--- config.mk ---
export PLATFORM = sky130hd
export DESIGN_NAME = norm_seq_ctrl
export DESIGN_NICKNAME = d
export VERILOG_FILES = /design/src/rtl/norm_pkg.sv /design/src/rtl/norm_row_cnt.sv /design/src/rtl/norm_seq_ctrl.sv
export SDC_FILE = /design/constraint.sdc
export NUM_CORES = 1
export LEC_CHECK = 0
export CAP_MARGIN = 25
export CORE_MARGIN = 1.5
export CORE_UTILIZATION = 47
export DETAILED_ROUTE_END_ITERATION = 6
export PLACE_DENSITY = 0.67
export SKIP_LAST_GASP = 1
export SLEW_MARGIN = 25
export SYNTH_ARGS = -nofsm -noshare
export SYNTH_HDL_FRONTEND = slang
export SYNTH_SLANG_ARGS = --single-unit
--- constraint.sdc ---
create_clock -name clk -period 3.3 [get_ports clk]
set_input_delay 0.66 -clock clk [delete_from_list [all_inputs] [get_ports clk]]
set_output_delay 0.66 -clock clk [all_outputs]
set_load 0.1 [all_outputs]
--- src/rtl/norm_pkg.sv ---
`default_nettype none
// +----------------------------------------------------------------------------+
// | Package   : norm_pkg                                                       |
// | Purpose   : Shared definitions for the L1 normalization sequencer:         |
// |             FSM state encoding (3 bits), default geometry of the norm      |
// |             unit and a saturating increment helper for the perf counters.  |
// | Revision  : 1.0  initial release                                           |
// +----------------------------------------------------------------------------+
package norm_pkg;

  // Norm-unit row FIFO depth; also the largest legal pass length.
  localparam int NORM_DEPTH     = 16;
  // Row counter width; must be able to hold the value NORM_DEPTH itself.
  localparam int NORM_CNTW      = 5;
  // Columns per psum row (width of the norm-unit write strobe bus).
  localparam int NORM_COL       = 8;
  // Cycles from the last acc to the first legal div (sum_q reg + fifo_wr reg).
  localparam int NORM_DRAIN_CYC = 2;

  typedef enum logic [2:0] {
    S_IDLE    = 3'd0,
    S_ACC     = 3'd1,
    S_DRAIN   = 3'd2,
    S_DIV     = 3'd3,
    S_WAIT_WR = 3'd4,
    S_DONE    = 3'd5
  } state_t;

  // Increment that sticks at all-ones instead of wrapping.
  function automatic logic [15:0] sat_inc16(input logic [15:0] v);
    return (v == 16'hFFFF) ? v : (v + 16'd1);
  endfunction

endpackage : norm_pkg
`default_nettype wire

--- src/rtl/norm_row_cnt.sv ---
`default_nettype none
// +----------------------------------------------------------------------------+
// | Module    : norm_row_cnt                                                   |
// | Purpose   : CNTW-bit row up-counter with synchronous clear, increment      |
// |             enable and a terminal-value compare.                           |
// | Ports     : clk     in   clock                                             |
// |             rst_n   in   asynchronous active-low reset                     |
// |             i_clr   in   clear to zero (has priority over i_inc)           |
// |             i_inc   in   count up by one                                   |
// |             i_term  in   terminal value for o_hit                          |
// |             o_cnt   out  current count                                     |
// |             o_hit   out  current count equals i_term                       |
// | Revision  : 1.0  initial release                                           |
// +----------------------------------------------------------------------------+
module norm_row_cnt #(
  parameter int CNTW = 5
) (
  input  logic            clk,
  input  logic            rst_n,
  input  logic            i_clr,
  input  logic            i_inc,
  input  logic [CNTW-1:0] i_term,
  output logic [CNTW-1:0] o_cnt,
  output logic            o_hit
);

  logic [CNTW-1:0] r_cnt;

  always_ff @(posedge clk or negedge rst_n) begin
    if (!rst_n) begin
      r_cnt <= '0;
    end else if (i_clr) begin
      r_cnt <= '0;
    end else if (i_inc) begin
      r_cnt <= r_cnt + CNTW'(1);
    end
  end

  assign o_cnt = r_cnt;
  assign o_hit = (r_cnt == i_term);

endmodule : norm_row_cnt
`default_nettype wire

--- src/rtl/norm_seq_ctrl.sv ---
`default_nettype none
// +----------------------------------------------------------------------------+
// | Module    : norm_seq_ctrl                                                  |
// | Purpose   : Sequencer for the single-core L1 normalization unit. Accepts N |
// |             psum rows and drives acc one row per cycle, waits for the sum  |
// |             FIFO write to land, drives div under downstream back-pressure, |
// |             counts norm_wr returns and pulses done.                        |
// | Config    : NORM_SEQ_CTRL_PERF_EN - adds perf_cycles / perf_stall outputs  |
// |             (saturating, cleared on start, held after done).               |
// | Ports     : clk         in   clock                                         |
// |             reset       in   asynchronous active-low reset                 |
// |             start       in   1-cycle pulse in IDLE, latches num_rows       |
// |             num_rows    in   rows in this pass, legal 1..DEPTH             |
// |             in_valid    in   upstream psum row valid                       |
// |             in_ready    out  row accepted (high only in ACC)              |
// |             acc         out  in_valid & in_ready                          |
// |             div         out  pop and divide one row                       |
// |             out_ready   in   downstream can take a normalized row         |
// |             norm_wr_in  in   norm-unit write strobes (all-ones = 1 write)  |
// |             busy        out  any state except IDLE                        |
// |             done        out  1-cycle pulse at pass completion             |
// |             err         out  1-cycle pulse, registered (one cycle after    |
// |                              the offending start/strobe)                   |
// |             perf_cycles out  [PERF_EN] cycles spent busy                  |
// |             perf_stall  out  [PERF_EN] ACC&!in_valid + DIV&!out_ready     |
// | Revision  : 1.0  initial release                                           |
// +----------------------------------------------------------------------------+
module norm_seq_ctrl
  import norm_pkg::*;
#(
  parameter int COL       = NORM_COL,
  parameter int DEPTH     = NORM_DEPTH,
  parameter int CNTW      = NORM_CNTW,
  parameter int DRAIN_CYC = NORM_DRAIN_CYC
) (
  input  logic            clk,
  input  logic            reset,
  input  logic            start,
  input  logic [CNTW-1:0] num_rows,
  input  logic            in_valid,
  output logic            in_ready,
  output logic            acc,
  output logic            div,
  input  logic            out_ready,
  input  logic [COL-1:0]  norm_wr_in,
  output logic            busy,
  output logic            done,
  output logic            err
`ifdef NORM_SEQ_CTRL_PERF_EN
  ,
  output logic [15:0]     perf_cycles,
  output logic [15:0]     perf_stall
`endif
);

  // Drain counter only has to reach DRAIN_CYC-1.
  localparam int DW = (DRAIN_CYC > 2) ? $clog2(DRAIN_CYC) : 1;

  state_t          r_state;
  state_t          w_next;

  logic [CNTW-1:0] r_num;        // latched pass length N
  logic [DW-1:0]   r_dcnt;
  logic            r_err;

  logic            w_in_ready;
  logic            w_acc;
  logic            w_div;
  logic            w_done;
  logic            w_start_ok;
  logic            w_illegal;

  logic [CNTW-1:0] w_last_idx;   // N-1
  logic            w_rows_ok;
  logic            w_drain_last;

  logic [CNTW-1:0] w_acc_cnt_unused;
  logic [CNTW-1:0] w_div_cnt;
  logic [CNTW-1:0] w_wr_cnt;
  logic            w_acc_hit;
  logic            w_div_hit;
  logic            w_wr_hit;
  logic            w_wr_all;

  logic            w_wr_full;
  logic            w_wr_partial;
  logic            w_outstanding;
  logic            w_wr_ok;

  // --------------------------------------------------------------------------
  // Pass length and strobe qualification
  // --------------------------------------------------------------------------
  assign w_rows_ok  = (num_rows != '0) && (num_rows <= CNTW'(DEPTH));
  assign w_last_idx = r_num - CNTW'(1);

  assign w_wr_full     = &norm_wr_in;
  assign w_wr_partial  = (|norm_wr_in) && !w_wr_full;
  // A write return is only legitimate while a div is still unanswered.
  assign w_outstanding = (w_div_cnt != w_wr_cnt);
  assign w_wr_ok       = w_wr_full && w_outstanding;
  assign w_wr_all      = (w_wr_cnt == r_num);

  // --------------------------------------------------------------------------
  // Row counters
  // --------------------------------------------------------------------------
  // acc progress only needs the terminal compare, the running value is unused.
  norm_row_cnt #(.CNTW(CNTW)) u_acc_cnt (
    .clk    (clk),
    .rst_n  (reset),
    .i_clr  (w_start_ok),
    .i_inc  (w_acc),
    .i_term (w_last_idx),
    .o_cnt  (w_acc_cnt_unused),
    .o_hit  (w_acc_hit)
  );

  norm_row_cnt #(.CNTW(CNTW)) u_div_cnt (
    .clk    (clk),
    .rst_n  (reset),
    .i_clr  (w_start_ok),
    .i_inc  (w_div),
    .i_term (w_last_idx),
    .o_cnt  (w_div_cnt),
    .o_hit  (w_div_hit)
  );

  // Returns are only possible after a div, so gating on outstanding work is
  // enough to keep this counter idle before and during ACC.
  norm_row_cnt #(.CNTW(CNTW)) u_wr_cnt (
    .clk    (clk),
    .rst_n  (reset),
    .i_clr  (w_start_ok),
    .i_inc  (w_wr_ok),
    .i_term (w_last_idx),
    .o_cnt  (w_wr_cnt),
    .o_hit  (w_wr_hit)
  );

  // --------------------------------------------------------------------------
  // Pass length latch and drain timer
  // --------------------------------------------------------------------------
  always_ff @(posedge clk or negedge reset) begin
    if (!reset) begin
      r_num <= '0;
    end else if (w_start_ok) begin
      r_num <= num_rows;
    end
  end

  assign w_drain_last = (r_dcnt == DW'(DRAIN_CYC - 1));

  always_ff @(posedge clk or negedge reset) begin
    if (!reset) begin
      r_dcnt <= '0;
    end else if (r_state == S_DRAIN) begin
      r_dcnt <= r_dcnt + DW'(1);
    end else begin
      r_dcnt <= '0;
    end
  end

  // --------------------------------------------------------------------------
  // FSM
  // --------------------------------------------------------------------------
  always_ff @(posedge clk or negedge reset) begin
    if (!reset) begin
      r_state <= S_IDLE;
    end else begin
      r_state <= w_next;
    end
  end

  always_comb begin
    w_next     = r_state;
    w_in_ready = 1'b0;
    w_acc      = 1'b0;
    w_div      = 1'b0;
    w_done     = 1'b0;
    w_start_ok = 1'b0;
    w_illegal  = 1'b0;
    case (r_state)
      S_IDLE: begin
        if (start) begin
          if (w_rows_ok) begin
            w_start_ok = 1'b1;
            w_next     = S_ACC;
          end else begin
            w_illegal  = 1'b1;
          end
        end
      end
      S_ACC: begin
        w_in_ready = 1'b1;
        w_acc      = in_valid;
        if (in_valid && w_acc_hit) begin
          w_next = S_DRAIN;
        end
      end
      S_DRAIN: begin
        if (w_drain_last) begin
          w_next = S_DIV;
        end
      end
      S_DIV: begin
        w_div = out_ready;
        if (out_ready && w_div_hit) begin
          w_next = S_WAIT_WR;
        end
      end
      S_WAIT_WR: begin
        // Look ahead by one return so done lands the cycle after the last
        // strobe rather than one cycle later.
        if (w_wr_all || (w_wr_hit && w_wr_ok)) begin
          w_next = S_DONE;
        end
      end
      S_DONE: begin
        w_done = 1'b1;
        w_next = S_IDLE;
      end
      default: begin
        w_next = S_IDLE;
      end
    endcase
  end

  // --------------------------------------------------------------------------
  // Error pulse
  // --------------------------------------------------------------------------
  always_ff @(posedge clk or negedge reset) begin
    if (!reset) begin
      r_err <= 1'b0;
    end else begin
      r_err <= w_illegal || w_wr_partial || (w_wr_full && !w_outstanding);
    end
  end

  assign in_ready = w_in_ready;
  assign acc      = w_acc;
  assign div      = w_div;
  assign done     = w_done;
  assign busy     = (r_state != S_IDLE);
  assign err      = r_err;

`ifdef NORM_SEQ_CTRL_PERF_EN
  // --------------------------------------------------------------------------
  // Performance counters
  // --------------------------------------------------------------------------
  logic [15:0] r_perf_cycles;
  logic [15:0] r_perf_stall;
  logic        w_stall;

  assign w_stall = ((r_state == S_ACC) && !in_valid) ||
                   ((r_state == S_DIV) && !out_ready);

  always_ff @(posedge clk or negedge reset) begin
    if (!reset) begin
      r_perf_cycles <= '0;
      r_perf_stall  <= '0;
    end else if (w_start_ok) begin
      r_perf_cycles <= '0;
      r_perf_stall  <= '0;
    end else begin
      if (busy) begin
        r_perf_cycles <= sat_inc16(r_perf_cycles);
      end
      if (w_stall) begin
        r_perf_stall <= sat_inc16(r_perf_stall);
      end
    end
  end

  assign perf_cycles = r_perf_cycles;
  assign perf_stall  = r_perf_stall;
`endif

endmodule : norm_seq_ctrl
`default_nettype wire

==> impl_metrics.ini, run 1 <==
[logic_synthesis]
synth_warnings = 0
synth_top_area_cell = dfrtp_1
synth_most_common_cell = dfrtp_1
ys_async_sr_fraction = 1.00
synth_cell_types = 41
netlist_area_sq_mm = 0.00160
netlist.area_leader.share = 0.390
syn_nets = 189
synth_top_flop_cell = dfrtp_1
syn_avg_cell_area_sq_um = 9.60
synth_edf_count = 0
synth_seq_cells = 25
netlist_instances = 167
synth_area_leaders = dfrtp_1 (39%), xnor2_1 (11%), xor2_1 (10%)
ys_top_cells_by_count = dfrtp_1 (25), xnor2_1 (20), xor2_1 (19), nor2_1 (17), nand2_1 (11)
yosysSeqAreaShare = 0.390

[detailed_routing]
drc = 0
dr_total_vias = 1246
firstDrtPassIters = 4
first_iter_violations = 49
ant_nets = 0
drt_wl_total_um = 3410
wl_per_cell_um = 14.6
drt-vias-per-instance = 5.35

[global_routing]
grt_pass1_vias = 1162
antenna_found_initial = 0
grt-ovfl-total = 0
grt_usage = 0.199
grt_pass1_wl_um = 5550
grt_max_degree = 26

[power_and_ir_drop]
p_clk_frac = 0.096
irDropWorstVdd_uv = 439
comb_power_share = 0.506
p_per_area_mw_per_mm2 = 743
power_leakage_nw = 0.810
p_int_w = 0.000799
power.switching_w = 0.000612
seqPwrFrac = 0.398
netSwitchingFraction = 0.434

[cts]
cts_made_buffers = 3
cts_tree = done
clockBufferDepth = 2
cts_setup_buffers = 0
clk_pin_slew_ns = 0.13
cts_resized = 0
clock_latency_ns = 0.31
cts.sinks = 25
postCtsHoldBufs = 0
ctsRootBufferMaster = clkbuf_4
h-tree-depth = 1

[setup_path]
critical_path_peak_fanout = 10
path_class = reg2out
cpMaxStageDelayCell = dfrtp_1
start_kind = flip-flop
cp-end-kind = output port
max_stage_delay_ns = 0.52
worstPathCellList = nor3b_2, and2_1, buf_4
required_ns = 2.64
critPathBufInv = 1
cp_top_family = simple AND/OR/NAND/NOR gates
worst_ep_arrival_time_ns = 1.95

[finish]
instances_no_fill = 233
areaGrowthSynthToFinish_pct = 18.6
fin_nets = 210
layout-drive-gt1-share = 0.112
multiInputGateArea_sq_um = 930
utilization = 0.574
num_antenna_cells = 0
fillers = 328
final-seq-area_sq_um = 626

[floorplan]
fp.dieW_um = 61.4
fp.coreArea_sq_mm = 0.00331
dieHeight_um = 61.4
die_area_sq_mm = 0.00377
ios = 24
rows = 21
start_util = 0.484

[sta]
final_hold_viol_count = 0
final.min_clock_period_ns = 2.61
fmax_ghz = 0.384
fin_hold_ws_ns = 0.432
drv_slew = 0
setup_tns_ns = 0
worst_pin_slew_ns = 0.560
rsz0062_at_grt = false
period_share = 0.789
clock_skew_ns = 0.00809
setup_viol = 0
maxSlewHeadroom = 0.625

[min_path]
hold_class = reg2reg

[placed_design]
routabilityCongestion = 0.864
numPortBuffers = 23
dp_hpwl_um = 2680
place_inst = 229

[run_status]
outcome = completed

[run]
maxCapViolations = 0
## stage by stage
step / instance area (sq um) / worst slack (ns) / total power (W)
2_1_floorplan: 1610 / 0.0450 / 0.00111
3_3_place_gp: 1870 / 0.819 / 0.00126
3_5_place_dp: 1870 / 0.758 / 0.00128
4_1_cts: 1900 / 0.698 / 0.00142
5_1_grt: 1900 / 0.600 / 0.00154
6_report: 1900 / 0.695 / 0.00141
## layer usage
layer	vias up	share of wire	wire length [um]	track usage
met3	4	0.023	80	0.0231
met4	0	0.0050	17	0.0456
met2	17	0.52	1780	0.342
met1	608	0.45	1540	0.269
met5	-	0	0	0
li1	617	-	-	-
## power groups by stage
stage                     combinational [W]  sequential [W]  clock, W
after floorplan                    0.000600        0.000512         0
after global routing               0.000794        0.000585  0.000159
after global placement             0.000691        0.000566         0
after CTS                          0.000716        0.000563  0.000144
after detailed placement           0.000712        0.000571         0
final                              0.000714        0.000562  0.000135
## logic make-up (layout without fill, tap and decap cells)
kind of cell             count (synthesis)  in the layout  share of synthesized area
XOR/XNOR                                40             40                      0.223
AO/OA/AOI/OAI                           23             23                     0.0992
adder cells (fa/ha/maj)                  4              4                     0.0312
flip-flops                              25             25                      0.390
multiplexers                             6              6                     0.0398
AND/OR/NAND/NOR                         55             55                      0.180
buffers and inverters                   14             34                     0.0359
## cell usage in the layout (no fill, tap or decap), types with 2 or more instances in the layout
| cell type | count |
|---|---|
| dfrtp_1 | 25 |
| xnor2_1 | 20 |
| xor2_1 | 19 |
| nor2_1 | 17 |
| clkdlybuf4s50_1 | 17 |
| nand2_1 | 11 |
| nand4_1 | 7 |
| o21ai_0 | 7 |
| buf_4 | 7 |
| inv_1 | 5 |
| nor3_1 | 4 |
| ha_1 | 4 |
| nor4_1 | 3 |
| nand3_1 | 3 |
| mux2_2 | 3 |
| mux2i_1 | 3 |
| clkbuf_4 | 3 |
| nor3b_2 | 2 |
| nand3b_1 | 2 |
| a21oi_1 | 2 |
## area by class of cell
class	count	area share
multi-input cells	128	0.489
flip-flops and latches	25	0.329
repair buffers	25	0.128
well taps	46	0.0303
clock buffers	4	0.0138
inverters	5	0.00987
## flip-flops by register name, indices dropped and copies added, names as in the netlist
name,cells
r_num,5
u_acc_cnt.o_cnt,5
r_dcnt,1
u_wr_cnt.o_cnt,5
r_state,3
err,1
u_div_cnt.o_cnt,5
## final timing paths
check / start / to / slack, ns / cells after the start
hold reg to reg: r_dcnt$_DFF_PN0_ / r_dcnt$_DFF_PN0_ / 0.43 / 1
setup / recovery: r_state[1]$_DFFE_PN0P_ / acc / 0.69 / 3
max in group asynchronous: reset / r_num[0]$_DFFE_PN0P_ / 2.37 / 2
min in group asynchronous: reset / r_state[1]$_DFFE_PN0P_ / 0.68 / 2
setup reg to reg: r_num[0]$_DFFE_PN0P_ / r_state[1]$_DFFE_PN0P_ / 0.94 / 7
hold / removal: r_dcnt$_DFF_PN0_ / r_dcnt$_DFF_PN0_ / 0.43 / 1
(Power assumes the default switching activity.)
==> inputs of run 2 (changes only) <==
--- a/config.mk
+++ b/config.mk
@@ -9,7 +9,7 @@
 export CORE_MARGIN = 1.5
 export CORE_UTILIZATION = 47
 export DETAILED_ROUTE_END_ITERATION = 6
-export PLACE_DENSITY = 0.67
+export PLACE_DENSITY = 0.7
 export SKIP_LAST_GASP = 1
 export SLEW_MARGIN = 25
 export SYNTH_ARGS = -nofsm -noshare
==> constraint.sdc (replaced) <==
create_clock -name clk -period 2.34 [get_ports clk]
set_input_delay 0.468 -clock clk [delete_from_list [all_inputs] [get_ports clk]]
set_output_delay 0.468 -clock clk [all_outputs]
set_load 0.1 [all_outputs]
==> run 2 against run 1 <==
Largest cell class unchanged. Design area grew 4.2%. Clock skew grew 0.0049 ns. Total power grew 44%. Critical endpoint is now r_state[1]$_DFFE_PN0P_.
==> impl_metrics.ini, run 2 (synthesized netlist as in run 1, its figures left out) <==
[run_status]
outcome = completed

[global_routing]
grt.busiest_layer = met2
use_met1 = 0.252
grt_pass1_wl_um = 5530
grt_pass1_vias = 1262
grt_max_degree = 26
grtUsageMet3 = 0.0189
antenna_found_initial = 0
use_met2 = 0.345
grt_usage = 0.198
grt-ovfl-total = 0

[placed_design]
routabilityCongestion = 0.821
dp_hpwl_um = 2700
dp_worst_setup_slack_ns = 0.0259
place_inst = 231
post_dp_cell_area_sq_mm = 0.00195
numPortBuffers = 23

[finish]
fin_area_sq_mm = 0.00198
final_common_cell = dfrtp_1
multiInputGateArea_sq_um = 941
layout-drive-gt1-share = 0.138
layout_common_cells = dfrtp_1 (25), xnor2_1 (20), xor2_1 (19), clkdlybuf4s50_1 (17), nor2_1 (16)
fin_nets = 212
final-seq-area_sq_um = 626
num_antenna_cells = 0
instances_no_fill = 235
areaGrowthSynthToFinish_pct = 23.6
fillers = 309

[cts]
cts_tree = done
cts.sinks = 25
clk_pin_slew_ns = 0.15
h-tree-depth = 1
cts_resized = 0
clockBufferDepth = 2
cts_made_buffers = 3
ctsRootBufferMaster = clkbuf_4
clock_latency_ns = 0.33
cts_setup_buffers = 0
postCtsHoldBufs = 0

[sta]
period_share = 0.934
finalWorstSetupSlack_ns = 0.155
final.min_clock_period_ns = 2.19
setup_viol = 0
drv_slew = 0
clock_skew_ns = 0.0130
rsz0062_at_grt = false
fmax_ghz = 0.458
final_hold_viol_count = 0
setup_tns_ns = 0
maxSlewHeadroom = 0.716
worst_pin_slew_ns = 0.415

[detailed_routing]
dr_total_vias = 1274
drt_wl_total_um = 3380
first_iter_violations = 51
drt-vias-per-instance = 5.42
firstDrtPassIters = 4
drc = 0
wl_per_cell_um = 14.4
ant_nets = 0

[setup_path]
max_stage_delay_ns = 0.44
critPathBufInv = 1
critical_path_peak_fanout = 3
startpoint = r_num[1]$_DFFE_PN0P_
path_class = reg2reg
required_ns = 2.58
cp_top_family = compound AO/OA/AOI/OAI gates
cpMaxStageDelayCell = dfrtp_1
worstPathCellList = inv_1, ha_1, xnor2_2, xor2_1, nand4_1, a211o_1, o32a_1
start_kind = flip-flop
cp-end-kind = flip-flop
worst_ep_arrival_time_ns = 2.42
r2r-start = r_num[1]$_DFFE_PN0P_

[run]
maxCapViolations = 0

[floorplan]
rows = 21
fp.coreArea_sq_mm = 0.00331
die_area_sq_mm = 0.00377
fp.dieW_um = 61.4
start_util = 0.484
ios = 24
dieHeight_um = 61.4

[min_path]
hold_class = reg2reg
hp-start = r_dcnt$_DFF_PN0_

[power_and_ir_drop]
power_leakage_nw = 0.832
irDropWorstVdd_uv = 591
p_per_area_mw_per_mm2 = 1030
run 2: changes by cell type in the layout (fill, tap and decap cells not counted), sizes merged:
cell	previous run	this run
clkbuf	4	3
clkinvlp	0	1
buf	8	10
run 2: worst register-to-register path, delay by kind of cell, from the launching register on:
family	cells	cell delay (ns)
AOI/OAI and AO/OA	2	0.69
xor gates and xnor gates	2	0.49
adders and majority gates	1	0.22
buffers and inverters	1	0.07
DFF	1	0.44
and+or+nand+nor	1	0.18
run 2: routing by layer:
layer,vias to the layer above,wire (um),part of all wire
met5,-,0,0
li1,624,-,-
met4,0,89,0.026
met2,22,1720,0.51
met1,619,1500,0.44
met3,9,78,0.023
run 2: path summary, 6_finish.rpt:
check,endpoint,slack (ns),depth (start not counted)
max,r_state[1]$_DFFE_PN0P_,0.15,7
min,r_dcnt$_DFF_PN0_,0.45,1
max reg2reg,r_state[1]$_DFFE_PN0P_,0.15,7
min reg2reg,r_dcnt$_DFF_PN0_,0.45,1
max in group asynchronous,u_wr_cnt.o_cnt[4]$_DFFE_PN0P_,1.61,2
min in group asynchronous,r_state[0]$_DFFE_PN0P_,0.47,2
run 2: cell type report:
| cell class | instances | share of cell area |
|---|---|---|
| multi-input cells | 128 | 0.475 |
| clock buffers | 3 | 0.0114 |
| well taps | 46 | 0.0291 |
| clock inverters | 1 | 0.00379 |
| repair buffers | 27 | 0.155 |
| flip-flops and latches | 25 | 0.316 |
| inverters | 5 | 0.00948 |
run 2: stage by stage:
step / utilization / hold slack (ns) / power, W
global route: 0.598 / 0.462 / 0.00220
global placement: 0.589 / 0.418 / 0.00180
CTS: 0.598 / 0.455 / 0.00206
detailed placement: 0.589 / 0.435 / 0.00185
finish: 0.598 / 0.446 / 0.00204
floorplan: - / 0.172 / 0.00158
run 2: power by group:
group	switching, W	internal, W	total [W]
Combinational	0.000525	0.000525	0.00105
Clock	0.000137	0.0000655	0.000203
Sequential	0.000219	0.000564	0.000783
Total	0.000882	0.00115	0.00204
==> inputs of run 3 (changes only) <==
--- a/config.mk
+++ b/config.mk
@@ -10,7 +10,6 @@
 export CORE_UTILIZATION = 47
 export DETAILED_ROUTE_END_ITERATION = 6
 export PLACE_DENSITY = 0.7
-export SKIP_LAST_GASP = 1
 export SLEW_MARGIN = 25
 export SYNTH_ARGS = -nofsm -noshare
 export SYNTH_HDL_FRONTEND = slang
==> results of run 3 <==
Final layout, timing and power as in run 2 (identical DEF).
